<file path="config.mk">
export PLATFORM = sky130hd
export DESIGN_NAME = pc_control_unit_flat
export DESIGN_NICKNAME = d
export VERILOG_FILES = /design/src/rtl/pc_ctrl_if.sv /design/src/rtl/pc_control_unit.sv /design/src/flat_wrapper.sv
export SDC_FILE = /design/constraint.sdc
export NUM_CORES = 1
export LEC_CHECK = 0
export ABC_AREA = 1
export BUFFER_PORTS_ARGS = -buffer_cell sky130_fd_sc_hd__buf_2
export CAP_MARGIN = 15
export CORE_AREA = 2 2 51 88
export DETAILED_ROUTE_END_ITERATION = 8
export DIE_AREA = 0 0 53 90
export GPL_TIMING_DRIVEN = 1
export PLACE_DENSITY = 0.73
export SYNTH_ARGS = -nofsm -noshare
export SYNTH_HDL_FRONTEND = slang
export SYNTH_SLANG_ARGS = --single-unit
</file>
<file path="constraint.sdc">
create_clock -name clock -period 2.6 [get_ports clock]
set_input_delay 0.26 -clock clock [delete_from_list [all_inputs] [get_ports clock]]
set_output_delay 0.26 -clock clock [all_outputs]
set_load 0.005 [all_outputs]
</file>
<file path="src/rtl/pc_ctrl_if.sv">
// Purpose: bundles the control-side request inputs and the PC/flush outputs
//          of pc_control_unit into one interface.
// Signals:
//   in_stall            - hold all state this cycle
//   in_ctrl_branch      - conditional redirect request
//   in_ctrl_btype       - condition select (00 zero, 01 neg, 10 neg|zero, 11 ~zero)
//   in_ctrl_jump        - unconditional redirect request
//   in_ctrl_neg/zero    - ALU flags feeding the branch condition
//   in_target           - redirect destination
//   out_pc              - current fetch PC (registered)
//   out_taken           - redirect decision for the current cycle (combinational)
//   out_flush           - squash younger stages (registered)
//   out_redirect_count  - saturating count of accepted redirects (registered)
// Modports: master drives the requests, slave is the PC unit.
interface pc_ctrl_if #(
    parameter int unsigned PC_WIDTH  = 16,
    parameter int unsigned CNT_WIDTH = 8
);
    logic                 in_stall;
    logic                 in_ctrl_branch;
    logic [1:0]           in_ctrl_btype;
    logic                 in_ctrl_jump;
    logic                 in_ctrl_neg;
    logic                 in_ctrl_zero;
    logic [PC_WIDTH-1:0]  in_target;
    logic [PC_WIDTH-1:0]  out_pc;
    logic                 out_taken;
    logic                 out_flush;
    logic [CNT_WIDTH-1:0] out_redirect_count;

    modport master (
        output in_stall, in_ctrl_branch, in_ctrl_btype, in_ctrl_jump,
               in_ctrl_neg, in_ctrl_zero, in_target,
        input  out_pc, out_taken, out_flush, out_redirect_count
    );

    modport slave (
        input  in_stall, in_ctrl_branch, in_ctrl_btype, in_ctrl_jump,
               in_ctrl_neg, in_ctrl_zero, in_target,
        output out_pc, out_taken, out_flush, out_redirect_count
    );
endinterface

</file>
<file path="src/rtl/pc_control_unit.sv">
// Purpose: program counter sequencer with branch/jump redirect, a fixed
//          number of flush bubbles after each taken redirect, and a
//          saturating redirect counter.
// Ports:
//   clock - single rising-edge clock
//   reset - asynchronous, active-high
//   bus   - pc_ctrl_if slave: stall, branch/jump requests, ALU flags,
//           target in; out_pc, out_taken, out_flush, out_redirect_count out
module pc_control_unit #(
    parameter int unsigned PC_WIDTH    = 16,
    parameter int unsigned FLUSH_DEPTH = 2,
    parameter int unsigned RESET_PC    = 0,
    parameter int unsigned CNT_WIDTH   = 8
) (
    input  logic       clock,
    input  logic       reset,
    pc_ctrl_if.slave   bus
);

    localparam int unsigned FCNT_W = 3;
    localparam logic [CNT_WIDTH-1:0] CNT_MAX = {CNT_WIDTH{1'b1}};

    typedef enum logic [0:0] {
        ST_RUN   = 1'b0,
        ST_FLUSH = 1'b1
    } state_t;

    state_t               r_state;
    logic [PC_WIDTH-1:0]  r_pc;
    logic [FCNT_W-1:0]    r_fcnt;
    logic [CNT_WIDTH-1:0] r_cnt;
    logic                 r_flush;

    state_t               w_state_nxt;
    logic [PC_WIDTH-1:0]  w_pc_nxt;
    logic [FCNT_W-1:0]    w_fcnt_nxt;
    logic [CNT_WIDTH-1:0] w_cnt_nxt;
    logic                 w_cond;
    logic                 w_taken;

    // State register; out_flush is registered from the next state so it
    // rises on the same edge that loads the redirect target.
    always_ff @(posedge clock or posedge reset) begin
        if (reset) begin
            r_state <= ST_RUN;
            r_pc    <= PC_WIDTH'(RESET_PC);
            r_fcnt  <= '0;
            r_cnt   <= '0;
            r_flush <= 1'b0;
        end else begin
            r_state <= w_state_nxt;
            r_pc    <= w_pc_nxt;
            r_fcnt  <= w_fcnt_nxt;
            r_cnt   <= w_cnt_nxt;
            r_flush <= (w_state_nxt == ST_FLUSH);
        end
    end

    // Branch condition, redirect decision and next-state logic.
    always_comb begin
        w_state_nxt = r_state;
        w_pc_nxt    = r_pc;
        w_fcnt_nxt  = r_fcnt;
        w_cnt_nxt   = r_cnt;
        w_cond      = 1'b0;

        case (bus.in_ctrl_btype)
            2'b00:   w_cond = bus.in_ctrl_zero;
            2'b01:   w_cond = bus.in_ctrl_neg;
            2'b10:   w_cond = bus.in_ctrl_neg | bus.in_ctrl_zero;
            default: w_cond = ~bus.in_ctrl_zero;
        endcase

        // Jump and branch share one target, so OR-ing them is jump-wins.
        w_taken = (r_state == ST_RUN) & ~bus.in_stall &
                  (bus.in_ctrl_jump | (bus.in_ctrl_branch & w_cond));

        case (r_state)
            ST_RUN: begin
                if (!bus.in_stall) begin
                    if (w_taken) begin
                        w_pc_nxt = bus.in_target;
                        if (r_cnt != CNT_MAX) begin
                            w_cnt_nxt = r_cnt + CNT_WIDTH'(1);
                        end
                        if (FLUSH_DEPTH != 0) begin
                            w_state_nxt = ST_FLUSH;
                            w_fcnt_nxt  = FCNT_W'(FLUSH_DEPTH);
                        end
                    end else begin
                        w_pc_nxt = r_pc + PC_WIDTH'(1);
                    end
                end
            end
            ST_FLUSH: begin
                if (!bus.in_stall) begin
                    w_pc_nxt   = r_pc + PC_WIDTH'(1);
                    w_fcnt_nxt = r_fcnt - FCNT_W'(1);
                    // <=1 also recovers from a zero count should one appear.
                    if (r_fcnt <= FCNT_W'(1)) begin
                        w_state_nxt = ST_RUN;
                        w_fcnt_nxt  = '0;
                    end
                end
            end
            default: begin
                w_state_nxt = ST_RUN;
            end
        endcase
    end

    assign bus.out_pc             = r_pc;
    assign bus.out_taken          = w_taken;
    assign bus.out_flush          = r_flush;
    assign bus.out_redirect_count = r_cnt;

endmodule
</file>
<file path="src/flat_wrapper.sv">
// flat-port wrapper written by rule: the top's interface ports become plain ports
module pc_control_unit_flat 
#(
    parameter int unsigned PC_WIDTH    = 16,
    parameter int unsigned FLUSH_DEPTH = 2,
    parameter int unsigned RESET_PC    = 0,
    parameter int unsigned CNT_WIDTH   = 8
)
  (clock, reset, bus_in_stall, bus_in_ctrl_branch, bus_in_ctrl_btype, bus_in_ctrl_jump, bus_in_ctrl_neg, bus_in_ctrl_zero, bus_in_target, bus_out_pc, bus_out_taken, bus_out_flush, bus_out_redirect_count);
  pc_ctrl_if #(.PC_WIDTH(PC_WIDTH), .CNT_WIDTH(CNT_WIDTH)) bus_i ();
  input  logic clock;
  input  logic reset;
  input wire logic [$bits(bus_i.in_stall)-1:0] bus_in_stall;
  input wire logic [$bits(bus_i.in_ctrl_branch)-1:0] bus_in_ctrl_branch;
  input wire logic [$bits(bus_i.in_ctrl_btype)-1:0] bus_in_ctrl_btype;
  input wire logic [$bits(bus_i.in_ctrl_jump)-1:0] bus_in_ctrl_jump;
  input wire logic [$bits(bus_i.in_ctrl_neg)-1:0] bus_in_ctrl_neg;
  input wire logic [$bits(bus_i.in_ctrl_zero)-1:0] bus_in_ctrl_zero;
  input wire logic [$bits(bus_i.in_target)-1:0] bus_in_target;
  output wire logic [$bits(bus_i.out_pc)-1:0] bus_out_pc;
  output wire logic [$bits(bus_i.out_taken)-1:0] bus_out_taken;
  output wire logic [$bits(bus_i.out_flush)-1:0] bus_out_flush;
  output wire logic [$bits(bus_i.out_redirect_count)-1:0] bus_out_redirect_count;
  assign bus_i.in_stall = bus_in_stall;
  assign bus_i.in_ctrl_branch = bus_in_ctrl_branch;
  assign bus_i.in_ctrl_btype = bus_in_ctrl_btype;
  assign bus_i.in_ctrl_jump = bus_in_ctrl_jump;
  assign bus_i.in_ctrl_neg = bus_in_ctrl_neg;
  assign bus_i.in_ctrl_zero = bus_in_ctrl_zero;
  assign bus_i.in_target = bus_in_target;
  assign bus_out_pc = bus_i.out_pc;
  assign bus_out_taken = bus_i.out_taken;
  assign bus_out_flush = bus_i.out_flush;
  assign bus_out_redirect_count = bus_i.out_redirect_count;
  pc_control_unit #(.PC_WIDTH(PC_WIDTH), .FLUSH_DEPTH(FLUSH_DEPTH), .RESET_PC(RESET_PC), .CNT_WIDTH(CNT_WIDTH)) u_core (.clock(clock), .reset(reset), .bus(bus_i));
endmodule
</file>
# Word level (Yosys, flattened, before mapping)
# Cells that the tools add are included.
# word_totals
ff_bits	28
elab_cells	41
# op_classes
reduce_logical	4
n_eq_ne	6
n_mux	15
n_bitwise	8
order_cmp	1
add_sub_neg	3
# ops
operator	n
$mux 16	3
$pmux 16 s2	1
$add 16x1->16 const B	1
$mux 3	4
$add 8x1->8 const B	1
$ne 8x8->1 const B	1
$ne 2x2->1 const B	3
$pmux 3 s2	1
$mux 1	4
$reduce_and 4->1	1
$and 1x1->1	3
$le 3x1->1 const B	1
$not 1->1	3
$pmux 1 s3	1
$reduce_and 3->1	1
$sub 3x1->3 const B	1
$eq 2x1->1 const B	1
$eq 2x2->1 const B	1
$logic_not 2->1	1
$or 1x1->1	2
$pmux 1 s2	1
$reduce_and 2->1	1

# Longest topological paths before layout
# logic_depth
ltp_word	8
mapped_depth	12
mapped_depth_nobuf	11

# Worst setup path before layout
# OpenSTA, ideal clock, no wires.
# synth_path
kind	reg2reg
start	register u_core.r_cnt[0] (netlist: u_core.bus.out_redirect_count[0])
end	register u_core.r_cnt[2] (netlist: u_core.bus.out_redirect_count[2])
setup_slack_ns	1.261
n_path_buf	1
stages_incl_launch_ff	9
arrival_ns	1.217
required_ns	2.478
synth_period_minus_slack_ns	1.339
path_cell_list	dfrtp_1 > ha_1 > nand3_2 > nor2_2 > nand2_2 > nand3_4 > buf_12 > nand2_1 > o21ai_2
# synth_via
elab_chain_len	2
word_cells_on_any_way	3
# synth_lines
item	line	rtl
start, declared	pc_control_unit.sv:31	logic [CNT_WIDTH-1:0] r_cnt;
start signal, assigned	pc_control_unit.sv:54	r_cnt <= w_cnt_nxt;
branches (longest 2 deep; another with $add 8x1->8)	n/a	
# Several ways; the timed one is not identified.
# A chain may end at the register's enable or synchronous reset.

# Final worst setup path
# layout_path
start	input bus_in_ctrl_btype[0]
end	output bus_out_taken
# layout_via
elab_chain_len	5
word_cells_on_any_way	7
# layout_lines
item	line	rtl
start, declared	flat_wrapper.sv:15	input wire logic [$bits(bus_i.in_ctrl_btype)-1:0] bus_in_ctrl_btype;
$eq 2x2->1 (tied with other cells)	pc_control_unit.sv:67	case (bus.in_ctrl_btype)
$pmux 1 s3 *	pc_control_unit.sv:67	
$and 1x1->1 *	pc_control_unit.sv:76	(bus.in_ctrl_jump | (bus.in_ctrl_branch & w_cond));
$or 1x1->1 *	pc_control_unit.sv:76	
$and 1x1->1 *	pc_control_unit.sv:75	w_taken = (r_state == ST_RUN) & ~bus.in_stall &
end, declared	flat_wrapper.sv:21	output wire logic [$bits(bus_i.out_taken)-1:0] bus_out_taken;
# Mark *: on every way between the ends. The rest lies on a longest branch, timed or not.

==> results.json <==
{
  "drv_slew": 0,
  "htree_levels": 1,
  "critical-path-max-stage-delay_ps": 240,
  "synth_top_area_share_pct": 36.2,
  "synth_edf_count": 0,
  "worst_slew_pin_slew_ps": 521,
  "final_nets": 355,
  "synth_compound_area_share_pct": 3.69,
  "synthMuxAreaShare_pct": 0,
  "setup-violations-final": 0,
  "swShare_pct": 42.8,
  "synth_fa_ha_area_share_pct": 2.59,
  "ys_types": 27,
  "path_cells": "buf_2 > nor2_1 > nor2_1 > nand2_1 > nand2_1 > nand2_2 > nand2_1 > inv_2 > buf_2",
  "min_period_ps": 1630,
  "ios": 51,
  "cts_made_buffers": 3,
  "peakVddDrop_mv": 0.590,
  "pwr-share-clk_pct": 14.0,
  "antenna_cells": 0,
  "dp_cells": 370,
  "grt_pass1_vias": 1855,
  "r2r_setup_slack_ps": 1070,
  "cp-startpoint": "bus_in_ctrl_btype[0]",
  "cts_sinks": 28,
  "async_reset_ff_share_pct": 100,
  "post_cts_resize_count": 0,
  "floorplan.initialDensity_pct": 47.5,
  "finalSetupTns_ps": 0,
  "worst_setup_path_end_kind": "output port",
  "syn_inst": 275,
  "dp.final_hpwl_mm": 3.69,
  "area_growth_pct": 17.5,
  "ys.flop_type": "dfrtp_1",
  "yosysWarnings": 0,
  "clock_latency_ps": 270,
  "switchingPower_w": 0.000837,
  "routedWlPerCell_um": 12.9,
  "ys_seq_elements": 28,
  "crit_type": "in2out",
  "synth_top_family_by_area": "simple AND/OR/NAND/NOR gates",
  "dieWidth_um": 53,
  "drt-initial-drc-count": 21,
  "rr_endpoint": "u_core.bus.out_pc[14]",
  "synthXorXnorAreaFrac_pct": 7.24,
  "cts_setup_buffers": 0,
  "internal_power_w": 0.00112,
  "yosysMostFrequentCell": "nand2_1",
  "die_area_sq_mm": 0.00477,
  "via_per_inst": 5.07,
  "outcome": "finished clean",
  "crit_top_cell": "nand2_1",
  "firstDrtPassIters": 4,
  "synth_area_per_cell_sq_um": 7.03,
  "critical_path.max_fanout": 13,
  "power_density_mw_per_mm2": 860,
  "netlist_area_sq_mm": 0.00193,
  "multi_input_area_sq_mm": 0.00107,
  "antenna_found_initial": 0,
  "port_buffers": 50,
  "fmax_ghz": 0.613,
  "die_height_um": 90,
  "track_usage_pct": 21.7,
  "hold_viol_final": 0,
  "drive_gt1_share_pct": 22.2,
  "fin_skew_ps": 3.34,
  "seqCellArea_sq_um": 701,
  "crit_end": "bus_out_taken",
  "p_leak_nw": 1.22,
  "final_cells": 374,
  "wl_mm": 4.82,
  "cp-start-kind": "primary input",
  "coreArea_sq_mm": 0.00407,
  "clkTransAtPathRegs_ps": 100,
  "final_core_util_pct": 55.8,
  "slew_headroom_pct": 65.1,
  "ant_nets": 0,
  "num_vias": 1895,
  "ctsHoldBuffers": 0,
  "std_cell_rows": 31,
  "cap_viol_max_count": 0,
  "fin_crit_sh_pct": 62.8,
  "power.share.combinational_pct": 43.7,
  "drc_errors": 0,
  "power_frac_seq_pct": 42.3,
  "rsz0062_at_grt": "no",
  "ys_seq_area_share_pct": 36.2,
  "hold_path.class": "in2async",
  "cts_tree": "done",
  "critPathRequiredTime_ps": 2340,
  "grt_max_degree": 29,
  "netlist_top_cells_count": "104 x nand2_1, 32 x nand3_1, 28 x dfrtp_1, 26 x inv_1, 16 x nor2_1",
  "r2r-start": "u_core.bus.out_pc[0]",
  "synth-simple-area-share_pct": 41.8,
  "arrival_ps": 1370,
  "place_congestion": 0.879,
  "cts_max_path_buffers": 2,
  "fillerInstances": 431,
  "yosys-top-cells-area": "dfrtp_1 36%, nand2_1 20%, nand3_1 8.3%",
  "grt_pass1_wl_mm": 8.07,
  "synth_nets": 304,
  "critPathSlowestCell": "nand2_2",
  "cts_root_buf": "clkbuf_8",
  "ff2ff_path_depth": 10,
  "yosys.area.top_type": "dfrtp_1",
  "grt_overflow": 0
}
[cell families (layout without fill, tap and decap cells)]
group | Yosys count | count (layout)
AND/OR/NAND/NOR | 180 | 180
buffers and inverters | 36 | 86
flip-flops | 28 | 28
XOR/XNOR | 16 | 16
AO/OA/AOI/OAI | 11 | 11
adder cells (fa/ha/maj) | 4 | 4
[final cells by class]
cell class / instances / share of cell area, %
sequential: 28 / 30.8
tap: 49 / 2.70
multi-input combinational: 211 / 47.1
inverter: 28 / 4.63
timing repair buffer: 54 / 12.3
clock buffer: 4 / 2.42
[metrics by stage]
stage / power (W) / cell area [sq um] / hold WS, ps / setup WS [ps]
floorplan: 0.00139 / 1930 / 325 / 1260
global placement: 0.00167 / 2220 / 350 / 910
detailed placement: 0.00169 / 2220 / 353 / 846
CTS: 0.00197 / 2270 / 48.2 / 964
global route: 0.00215 / 2270 / 73.4 / 811
finish: 0.00196 / 2270 / 34.6 / 968
[critical path: cells and delay by family]
| family | cells | cell delay, ps |
|---|---|---|
| buffers and inverters | 3 | 410 |
| AND/OR/NAND/NOR | 6 | 700 |
[worst min path at each step]
stage	startpoint	to	slack, ps	cells past startpoint
final	reset	u_core.bus.out_pc[15]	30	3
after global routing	reset	u_core.bus.out_redirect_count[6]	70	3
after CTS	reset	u_core.bus.out_redirect_count[6]	50	3
after detailed placement	reset	u_core.bus.out_redirect_count[6]	350	3
after global placement	reset	u_core.bus.out_pc[15]	350	3
after floorplan	reset	u_core.bus.out_pc[0]	330	1
[registers in the layout (all words and copies together), names as in the netlist]
name                           flops
u_core.r_fcnt                      3
u_core.bus.out_redirect_count      8
u_core.r_state                     1
u_core.bus.out_pc                 16
[per-layer routing]
metal | routed length, um | track usage [%] | up-vias
li1 | - | - | 962
met1 | 1870 | 23.6 | 887
met2 | 2700 | 40.4 | 42
met3 | 189 | 1.99 | 4
met4 | 62 | 8.33 | 0
met5 | 0 | 0 | -
[power by group through the flow]
| stage | logic, W | registers (W) | clock network [W] |
|---|---|---|---|
| finish | 0.000855 | 0.000826 | 0.000274 |
| global route | 0.000988 | 0.000858 | 0.000301 |
| CTS | 0.000864 | 0.000826 | 0.000282 |
| detailed placement | 0.000858 | 0.000835 | 0 |
| global placement | 0.000839 | 0.000827 | 0 |
| floorplan | 0.000587 | 0.000799 | 0 |
[placed cells by master (no fill, tap or decap), types with 5 or more instances in the layout]
| cell | count |
|---|---|
| buf_2 | 50 |
| nor2_1 | 16 |
| nand3b_1 | 9 |
| nand3_1 | 32 |
| inv_1 | 26 |
| nand4_1 | 5 |
| dfrtp_1 | 28 |
| nand2_1 | 104 |
| xor2_1 | 6 |
| o21ai_0 | 5 |
| xnor2_1 | 10 |
| nand2_2 | 5 |
Power figures use the tool's default switching activity.
